`src/rtl/keypad_pkg.sv`:
```
// Purpose : shared types, row codes and default timing for the keypad scanner.
// Latency : n/a (declarations and pure functions only).
// Backpressure: n/a.
//
// Contents:
//   state_t                 scanner FSM states
//   ROW_CODE_0..3           active-low one-hot row drive patterns
//   DEFAULT_SCAN_CYCLES     per-row dwell, in clk cycles
//   DEFAULT_DEBOUNCE_CYCLES stable cycles needed to accept a press or release
//   row_code()              row index -> active-low one-hot drive pattern
//   lowest_low()            isolate the lowest-index low bit of a column word
package keypad_pkg;

    typedef enum logic [1:0] {
        SCAN     = 2'd0,
        DEBOUNCE = 2'd1,
        HELD     = 2'd2,
        RELEASE  = 2'd3
    } state_t;

    localparam logic [3:0] ROW_CODE_0 = 4'b1110;
    localparam logic [3:0] ROW_CODE_1 = 4'b1101;
    localparam logic [3:0] ROW_CODE_2 = 4'b1011;
    localparam logic [3:0] ROW_CODE_3 = 4'b0111;

    localparam int unsigned DEFAULT_SCAN_CYCLES     = 50000;
    localparam int unsigned DEFAULT_DEBOUNCE_CYCLES = 500000;

    // Row index to drive pattern. Exactly one bit is low for every index.
    function automatic logic [3:0] row_code(input logic [1:0] idx);
        logic [3:0] code;
        case (idx)
            2'd0:    code = ROW_CODE_0;
            2'd1:    code = ROW_CODE_1;
            2'd2:    code = ROW_CODE_2;
            default: code = ROW_CODE_3;
        endcase
        return code;
    endfunction

    // Keep only the lowest-index low bit of v; every other bit is forced high.
    // An all-ones input returns all ones.
    function automatic logic [3:0] lowest_low(input logic [3:0] v);
        logic [3:0] res;
        res = 4'b1111;
        if (!v[0]) begin
            res = 4'b1110;
        end else if (!v[1]) begin
            res = 4'b1101;
        end else if (!v[2]) begin
            res = 4'b1011;
        end else if (!v[3]) begin
            res = 4'b0111;
        end
        return res;
    endfunction

endpackage

```
`src/rtl/sync2.sv`:
```
// Purpose : two-flop synchronizer for a bus of independent asynchronous levels.
// Latency : 2 core_clk cycles from d to q.
// Backpressure: none; samples every cycle.
//
// Ports:
//   core_clk  destination clock
//   arst_n    asynchronous active-low reset, forces both stages to all ones
//   d         asynchronous input bits (no relationship assumed between bits)
//   q         synchronized output
module sync2 #(
    parameter int unsigned WIDTH = 4
) (
    input  logic             core_clk,
    input  logic             arst_n,
    input  logic [WIDTH-1:0] d,
    output logic [WIDTH-1:0] q
);

    // First stage may go metastable; only the second stage is consumed.
    logic [WIDTH-1:0] meta;

    // All-ones reset matches the idle level of pulled-up keypad columns, so
    // nothing downstream sees a phantom press while coming out of reset.
    always_ff @(posedge core_clk or negedge arst_n) begin
        if (!arst_n) begin
            meta <= '1;
            q    <= '1;
        end else begin
            meta <= d;
            q    <= meta;
        end
    end

endmodule

```
`src/rtl/keypad_scanner.sv`:
```
// Purpose : 4x4 matrix keypad scanner with press/release debounce and a latched key code.
// Latency : col -> scol 2 cycles; key_valid one cycle after DEBOUNCE_CYCLES stable-low cycles.
// Backpressure: none; key_valid is a single-cycle pulse with no ready.
//
// Ports:
//   clk        system clock, all state on the rising edge
//   reset      asynchronous active-low reset
//   col[3:0]   raw column lines, active low, asynchronous to clk
//   row[3:0]   row drive, active-low one-hot
//   key_row    row code of the last accepted key (active-low one-hot), all ones until first press
//   key_col    column code of the last accepted key (active-low one-hot), all ones until first press
//   key_valid  one-cycle pulse when a new press is accepted
//
// key_row/key_col are plain registered one-hot codes so they can be wired
// straight into keypad_decoder's row/col inputs by the parent.
module keypad_scanner
    import keypad_pkg::*;
#(
    parameter int unsigned SCAN_CYCLES     = DEFAULT_SCAN_CYCLES,     // >= 3
    parameter int unsigned DEBOUNCE_CYCLES = DEFAULT_DEBOUNCE_CYCLES  // >= 2
) (
    input  logic       clk,
    input  logic       reset,
    input  logic [3:0] col,
    output logic [3:0] row,
    output logic [3:0] key_row,
    output logic [3:0] key_col,
    output logic       key_valid
);

    // Each counter only has to reach PARAM-1, so $clog2(PARAM) bits suffice.
    localparam int unsigned DW = $clog2(SCAN_CYCLES);
    localparam int unsigned BW = $clog2(DEBOUNCE_CYCLES);

    localparam logic [DW-1:0] DWELL_LAST = DW'(SCAN_CYCLES - 1);
    localparam logic [BW-1:0] DB_LAST    = BW'(DEBOUNCE_CYCLES - 1);

    // ------------------------------------------------------------------
    // Column synchronizer
    // ------------------------------------------------------------------
    logic [3:0] scol;

    sync2 #(
        .WIDTH (4)
    ) u_col_sync (
        .core_clk (clk),
        .arst_n   (reset),
        .d        (col),
        .q        (scol)
    );

    // ------------------------------------------------------------------
    // Scanner state
    // ------------------------------------------------------------------
    state_t          state;
    logic [1:0]      row_idx;
    logic [DW-1:0]   dwell;     // cycles spent on the current row while scanning
    logic [BW-1:0]   db_cnt;    // consecutive stable cycles in DEBOUNCE/RELEASE
    logic [3:0]      cand;      // active-low one-hot column being tracked

    // Only the tracked column matters once a candidate exists; every other
    // column is masked high, which is what makes second presses invisible
    // until the first key has fully released.
    logic cand_low;
    assign cand_low = ((scol | cand) != 4'b1111);

    logic [1:0] row_idx_next;
    assign row_idx_next = row_idx + 2'd1;   // 3 wraps to 0 naturally

    always_ff @(posedge clk or negedge reset) begin
        if (!reset) begin
            state     <= SCAN;
            row_idx   <= 2'd0;
            row       <= ROW_CODE_0;
            dwell     <= '0;
            db_cnt    <= '0;
            cand      <= 4'b1111;
            key_row   <= 4'b1111;
            key_col   <= 4'b1111;
            key_valid <= 1'b0;
        end else begin
            // Pulse by default; only the DEBOUNCE->HELD edge raises it.
            key_valid <= 1'b0;

            case (state)
                // Columns are only looked at on the final dwell cycle so
                // the row drive and the synchronizer have settled.
                SCAN: begin
                    if (dwell == DWELL_LAST) begin
                        dwell <= '0;
                        if (scol == 4'b1111) begin
                            row_idx <= row_idx_next;
                            row     <= row_code(row_idx_next);
                        end else begin
                            cand   <= lowest_low(scol);
                            db_cnt <= '0;
                            state  <= DEBOUNCE;
                        end
                    end else begin
                        dwell <= dwell + 1'b1;
                    end
                end

                // Row stays frozen. Any high reading on the candidate is
                // treated as bounce and scanning resumes on the same row
                // with a fresh dwell.
                DEBOUNCE: begin
                    if (!cand_low) begin
                        dwell <= '0;
                        state <= SCAN;
                    end else if (db_cnt == DB_LAST) begin
                        key_row   <= row;
                        key_col   <= cand;
                        key_valid <= 1'b1;
                        state     <= HELD;
                    end else begin
                        db_cnt <= db_cnt + 1'b1;
                    end
                end

                HELD: begin
                    if (!cand_low) begin
                        db_cnt <= '0;
                        state  <= RELEASE;
                    end
                end

                // A release must be as stable as a press; a low glitch
                // just drops back to HELD without re-announcing the key.
                RELEASE: begin
                    if (cand_low) begin
                        state <= HELD;
                    end else if (db_cnt == DB_LAST) begin
                        dwell   <= '0;
                        row_idx <= row_idx_next;
                        row     <= row_code(row_idx_next);
                        state   <= SCAN;
                    end else begin
                        db_cnt <= db_cnt + 1'b1;
                    end
                end

                default: begin
                    state <= SCAN;
                end
            endcase
        end
    end

endmodule
```
`config.mk`:
```
export PLATFORM = sky130hd
export DESIGN_NAME = keypad_scanner
export DESIGN_NICKNAME = d
export VERILOG_FILES = /design/src/rtl/keypad_pkg.sv /design/src/rtl/sync2.sv /design/src/rtl/keypad_scanner.sv
export SDC_FILE = /design/constraint.sdc
export NUM_CORES = 1
export LEC_CHECK = 0
export BUFFER_PORTS_ARGS = -buffer_cell sky130_fd_sc_hd__buf_2
export CAP_MARGIN = 10
export CORE_MARGIN = 2
export CORE_UTILIZATION = 40
export DETAILED_ROUTE_END_ITERATION = 7
export HOLD_SLACK_MARGIN = 0.05
export PLACE_DENSITY = 0.65
export SYNTH_ARGS = -nofsm -noshare
export SYNTH_HDL_FRONTEND = slang
export SYNTH_SLANG_ARGS = --single-unit
export TNS_END_PERCENT = 50
```
`constraint.sdc`:
```
create_clock -name clk -period 2.8 [get_ports clk]
set_input_delay 0.28 -clock clk [delete_from_list [all_inputs] [get_ports clk]]
set_output_delay 0.28 -clock clk [all_outputs]
set_load 0.03 [all_outputs]
```
**Word-level counts from Yosys, hierarchy flattened**

Cells that the tools add are included.

- Register bits after elaboration: 64
- Latch bits: 0
- RAM bits: 0
- Bits in read-only memories: 0
- Bits of input ports: 6
- Output and inout bits: 13
- Logic and storage cells: 83
- Memories: 0

- Add/sub/neg operators: 3
- Multiply operators: 0
- Divide/modulo/power cells: 0
- Order comparisons: 0
- Eq/ne operators: 19
- Shift-type cells: 0
- Multiplexer cells: 38
- Bitwise operators: 2
- Reductions and logical operators: 10

Operators by type and width:

| operator | number |
|---|---|
| 2-to-1 mux 19 bit | 6 |
| case mux 19 bit (4 select lines) | 1 |
| 2-to-1 mux 16 bit | 4 |
| case mux 16 bit (3 select lines) | 1 |
| 2-to-1 mux 4 bit | 8 |
| 2-to-1 mux 2 bit | 11 |
| adder 19 x 1 -> 19 bit, second input constant | 1 |
| == test 19 bit, second input constant | 1 |
| adder 16 x 1 -> 16 bit, second input constant | 1 |
| == test 16 bit, second input constant | 1 |
| != test 2 bit, second input constant | 8 |
| AND reduction 5 bit | 3 |
| case mux 4 bit (3 select lines) | 1 |
| case mux 2 bit (4 select lines) | 1 |
| case mux 4 bit (2 select lines) | 1 |
| == test 2 bit, second input constant | 3 |
| != test 3 bit, second input constant | 2 |
| AND reduction 3 bit | 2 |
| == test 2 x 1 -> 1 bit, second input constant | 2 |
| == test 4 bit, second input constant | 1 |
| zero test 2 bit | 2 |
| != test 4 bit, second input constant | 1 |
| OR 4 bit | 1 |
| case mux 2 bit (2 select lines) | 1 |
| other kinds (6) | 8 |

**Longest topological paths before layout**

- Word-level depth: 6
- Mapped depth: 11
- Gate-level depth less buffers: 8

**Hierarchy**

From an unflattened synthesis, not the netlist that was laid out.

- Cell total of the unflattened synthesis: 355
- Area total of the unflattened synthesis: 3488.3 um^2

Modules (own cells, without submodules):

| module | times used | cells an instance | area an instance (um^2) | sequential area each (um^2) |
|---|---|---|---|---|
| keypad_scanner | 1 | 347 | 3278.1 | 1420.1 |
| sync2 | 1 | 8 | 210.2 | 210.2 |

**Worst setup path after synthesis**

OpenSTA, ideal clock, no wires.

- Path type: flip-flop to flip-flop
- From: register state[0]
- To: register db_cnt[17]
- Library setup time: 0.078 ns
- Arrival: 2.597 ns
- Data required time: 2.722 ns
- Setup slack: 0.124 ns
- Stages on the path, launching flop included: 11
- Buffers on the path: 4
- Period minus slack after synthesis: 2.676 ns
- Cell sequence: dfrtp_1 ha_1 clkbuf_1 or2_2 buf_1 and3_1 buf_1 or3_1 buf_2 or4_1 a21oi_1

- Longest elaborated chain between the ends: 3
- Elaborated cells between the ends (all ways): 11
- Those cells by class: 8 x eq/ne; 1 x mux; 2 x reduce/logical

RTL lines:

| element | line | text |
|---|---|---|
| from (decl) | keypad_scanner.sv:55 | `state_t state;` |
| from (signal assigned) | keypad_scanner.sv:72 | `state <= SCAN;` |
| from (signal assigned) | keypad_scanner.sv:97 | `state <= DEBOUNCE;` |
| from (signal assigned) | keypad_scanner.sv:110 | `state <= SCAN;` |
| == test 2 x 1 -> 1 bit (tied with other cells) | keypad_scanner.sv:85 | `case (state)` |
| != test 2 bit (no line) | -- |  |
| AND reduction 5 bit (no line) | -- |  |
| to (signal assigned) | keypad_scanner.sv:117 | `db_cnt <= db_cnt + 1'b1;` |
| to (signal assigned) | keypad_scanner.sv:139 | `db_cnt <= db_cnt + 1'b1;` |
| to (decl) | keypad_scanner.sv:58 | `logic [BW-1:0] db_cnt;` |

Several ways; a longest one is shown, not always the timed one.
A chain may end at the register's enable or synchronous reset.

**Worst setup path in the final report**

- From: register dwell[10]
- To: register db_cnt[17]

- Longest elaborated chain between the ends: 3

RTL lines:

| element | line | text |
|---|---|---|
| from (decl) | keypad_scanner.sv:57 | `logic [DW-1:0] dwell;` |
| from (signal assigned) | keypad_scanner.sv:100 | `dwell <= dwell + 1'b1;` |
| == test 16 bit | keypad_scanner.sv:89 | `if (dwell == DWELL_LAST) begin` |
| != test 2 bit (no line) | -- |  |
| AND reduction 5 bit (no line) | -- |  |

No other way between the ends.

==> metrics.md <==
| Metric | Value |
|---|---|
| Crit-path most repeated cell | `or3_1` |
| H-tree levels | `3` |
| Instance area after placement | `between 3000 and 4000 µm²` |
| Max stage delay on crit path | `slightly above 0.5 ns` |
| VDD IR max | `0.478 mV` |
| Die Span X | `~95 µm` |
| Worst-Skew Late Latency | `approximately 0.35 ns` |
| DRT iter0 DRCs | `231` |
| Num CTS Buffers | `9` |
| WS Path Type | `reg2reg` |
| Final wirelength | `just over 7000 µm` |
| Setup crit end kind | `register` |
| Family with the most delay on the worst path | `simple AND/OR/NAND/NOR gates` |
| Largest net degree at the start of global routing | `44` |
| Mapped Nets | `between 300 and 400` |
| Die Area | `approximately 9000 µm²` |
| Synth area leaders | `dfrtp_1, dfstp_2, nor2_1` |
| Mean Syn Cell Area | `around 9.7 µm²` |
| Clock root buffer | `clkbuf_8` |
| Mapped cell area | `about 3300 µm²` |
| Worst-Margin Slew | `0.965 ns` |
| DR vias | `~2,700` |
| CP arrival | `approximately 2.9 ns` |
| Die height | `around 95 µm` |
| Yosys cell types | `40` |
| Post-CTS Setup Bufs | `0` |
| Data required, critical path | `approximately 3.1 ns` |
| Area Overhead vs Synth | `17.1%` |
| Vias in the first global route | `2,544` |
| NumNets Final | `391` |
| Top cell type's share of synthesized area | `between 30% and 40%` |
| Diodes inserted | `0` |
| Register area share after synthesis | `about half` |
| P_leak | `between 0.0015 and 0.002 µW` |
| Final HPWL DP | `4950 µm` |
| Routed vias/inst | `5.56` |
| # IOs | `19` |
| Crit-path cells | `nor4b_4 > a41oi_1 > or3_1 > or3_1 > or4_1 > a21oi_1` |
| Drt drc | `0` |
| Combined buffer and inverter count along the critical path | `0` |
| Period utilization | `a little over nine tenths` |
| Most area-hungry cell type in the Yosys netlist | `dfrtp_1` |
| Fmax | `roughly 380 MHz` |
| Outcome | `finished, final reports clean` |
| Setup TNS | `0 ns` |
| Worst-path cell with the longest stage delay | `or4_1` |
| Final hold violation count | `0` |
| Clk_skew | `0.00998 ns` |
| Max Slew Vio Count | `0` |
| Total core area | `between 8000 and 9000 µm²` |
| Final Instance Area | `around 3900 µm²` |
| Register bit count reported by yosys | `64` |
| Initial Util | `around two fifths` |
| FP Rows | `33` |
| RD Place Congestion | `0.888` |
| Synthesized instance count | `about 340` |
| CTS tree | `built` |
| Worst-path fanout max | `5` |
| Max Buffers Root-to-Sink | `2` |
| Routed len/inst | `between 10 and 15 µm` |
| # Max-Cap Violations | `0` |
| Worst setup SP type | `register` |
| Initial antenna violation count | `0` |
| Clk pin slew, worst setup/hold paths | `roughly 0.08 ns` |
| Global route overflow | `0` |
| Global-route wire length before repair | `~12,000 µm` |
| DR pass1 iterations | `4` |
| Pwr Density | `~500 nW/µm²` |
| Rel. slew slack | `between 30 and 40%` |
| Layout cells sized above 1 | `24.5%` |
| Class of the tightest hold or removal check | `in2async` |
| Final-report setup violation count | `0` |
| GRT Resource Usage Total | `17.8%` |
| Period minus WS final | `2.64 ns` |
| Antenna-violating nets left | `0` |
| Input/output buffers | `18` |
| RSZ-0062 raised after global routing | `no` |
| Ys Warns | `0` |
| Sink Count | `64` |
-- worst paths after layout --
path	startpoint	to	slack [ns]	cells past startpoint
setup / recovery	dwell[10]	db_cnt[17]	0.16	6
hold / removal	reset	db_cnt[11]	0.09	1
setup reg to reg	dwell[10]	db_cnt[17]	0.16	6
hold reg to reg	u_col_sync.meta[3]	u_col_sync.q[3]	0.36	0
max in group asynchronous	reset	cand[2]	1.86	2
min in group clk	u_col_sync.meta[3]	u_col_sync.q[3]	0.36	0
-- power breakdown --
| group | leakage (µW) | internal (µW) | switching, µW |
|---|---|---|---|
| clock | 0.000126 | 639 | 373 |
| sequential | 0.000797 | 936 | 3.98 |
| combinational | 0.000789 | 10.4 | 24.3 |
| total | 0.00171 | 1580 | 401 |
-- logic make-up after synthesis --
kind of cell | after synthesis | synth area share [%]
AND/OR/NAND/NOR | 145 | 23.4
flip-flops | 64 | 49.3
XOR/XNOR | 7 | 1.85
multiplexers | 18 | 5.83
AO/OA/AOI/OAI | 66 | 11.9
adder cells (fa/ha/maj) | 10 | 3.78
buffers and inverters | 32 | 3.97
-- stage by stage --
step	hold WS, ns	cells	util (%)	worst slack [ns]	power, µW
floorplan	-0.0156	342	-	0.124	961
global placement	0.346	465	44.0	0.257	986
detailed placement	0.347	465	44.0	0.190	989
CTS	0.125	485	47.6	0.174	2010
global route	0.168	485	47.6	0.0301	2060
finish	0.0881	485	47.6	0.156	1990
-- per-layer routing --
| metal | vias to the layer above | global-route usage [%] | wire length (µm) |
|---|---|---|---|
| li1 | 1313 | - | - |
| met1 | 1310 | 24.3 | 3410 |
| met2 | 60 | 27.4 | 3350 |
| met3 | 12 | 4.47 | 311 |
| met4 | 0 | 6.16 | 114 |
| met5 | - | 0 | 0 |
-- registers in the layout, summed over array words and instances (netlist names), named ones only --
signal,flops
cand,4
key_col,4
state,1
key_row,4
dwell,16
row,4
row_idx,2
u_col_sync.meta,4
db_cnt,19
u_col_sync.q,4
key_valid,1
-- synth_stat cells, drive strengths merged --
| library cell | n |
|---|---|
| dfrtp | 41 |
| nor2 | 35 |
| nand2 | 33 |
| o21ai | 25 |
| dfstp | 23 |
| inv | 17 |
| nand4 | 17 |
| a21oi | 13 |
| a31oi | 12 |
| clkbuf | 11 |
| ha | 10 |
| mux2 | 10 |
| nor4 | 10 |
| nand3 | 9 |
| mux2i | 8 |
| and3 | 7 |
| xnor2 | 7 |
| and4 | 5 |
| nor3 | 5 |
| or2 | 5 |
| or3 | 5 |
| buf | 4 |
| nor4b | 4 |
| a211o | 3 |
| and2 | 3 |
| o31ai | 3 |
| or4 | 3 |
| a211oi | 2 |
| a31o | 2 |
| a41oi | 2 |
| and4bb | 2 |
| o22ai | 2 |
| nand2b | 1 |
| nor2b | 1 |
| o21a | 1 |
| o311ai | 1 |
-- cell type report --
type | count | area, µm²
Sequential cell | 64 | 1630
Clock buffer | 11 | 151
Inverter | 17 | 63.8
Tap cell | 105 | 131
Timing Repair Buffer | 37 | 243
Fill cell | 723 | 4260
Clock inverter | 5 | 103
Multi-Input combinational cell | 246 | 1550
-- cells in the final DEF, fill, tap and decap left out, drive strengths merged, types with 4 or more instances in the layout --
cell type,instances
a21oi,13
a31oi,12
and3,7
and4,5
buf,33
clkbuf,11
dfrtp,41
dfstp,23
dlygate4sd3,4
ha,10
inv,17
mux2,10
mux2i,8
nand2,33
nand3,9
nand4,17
nor2,35
nor3,5
nor4,10
nor4b,4
o21ai,25
or2,5
or3,5
xnor2,7
-- what timing repair did --
item                                   CTS  global route
gates resized for setup                  0             0
endpoints found under the hold margin    4             0
hold buffers                             4             0
setup endpoints to repair                0             0
No activity file was read; power rests on OpenSTA's default activity.
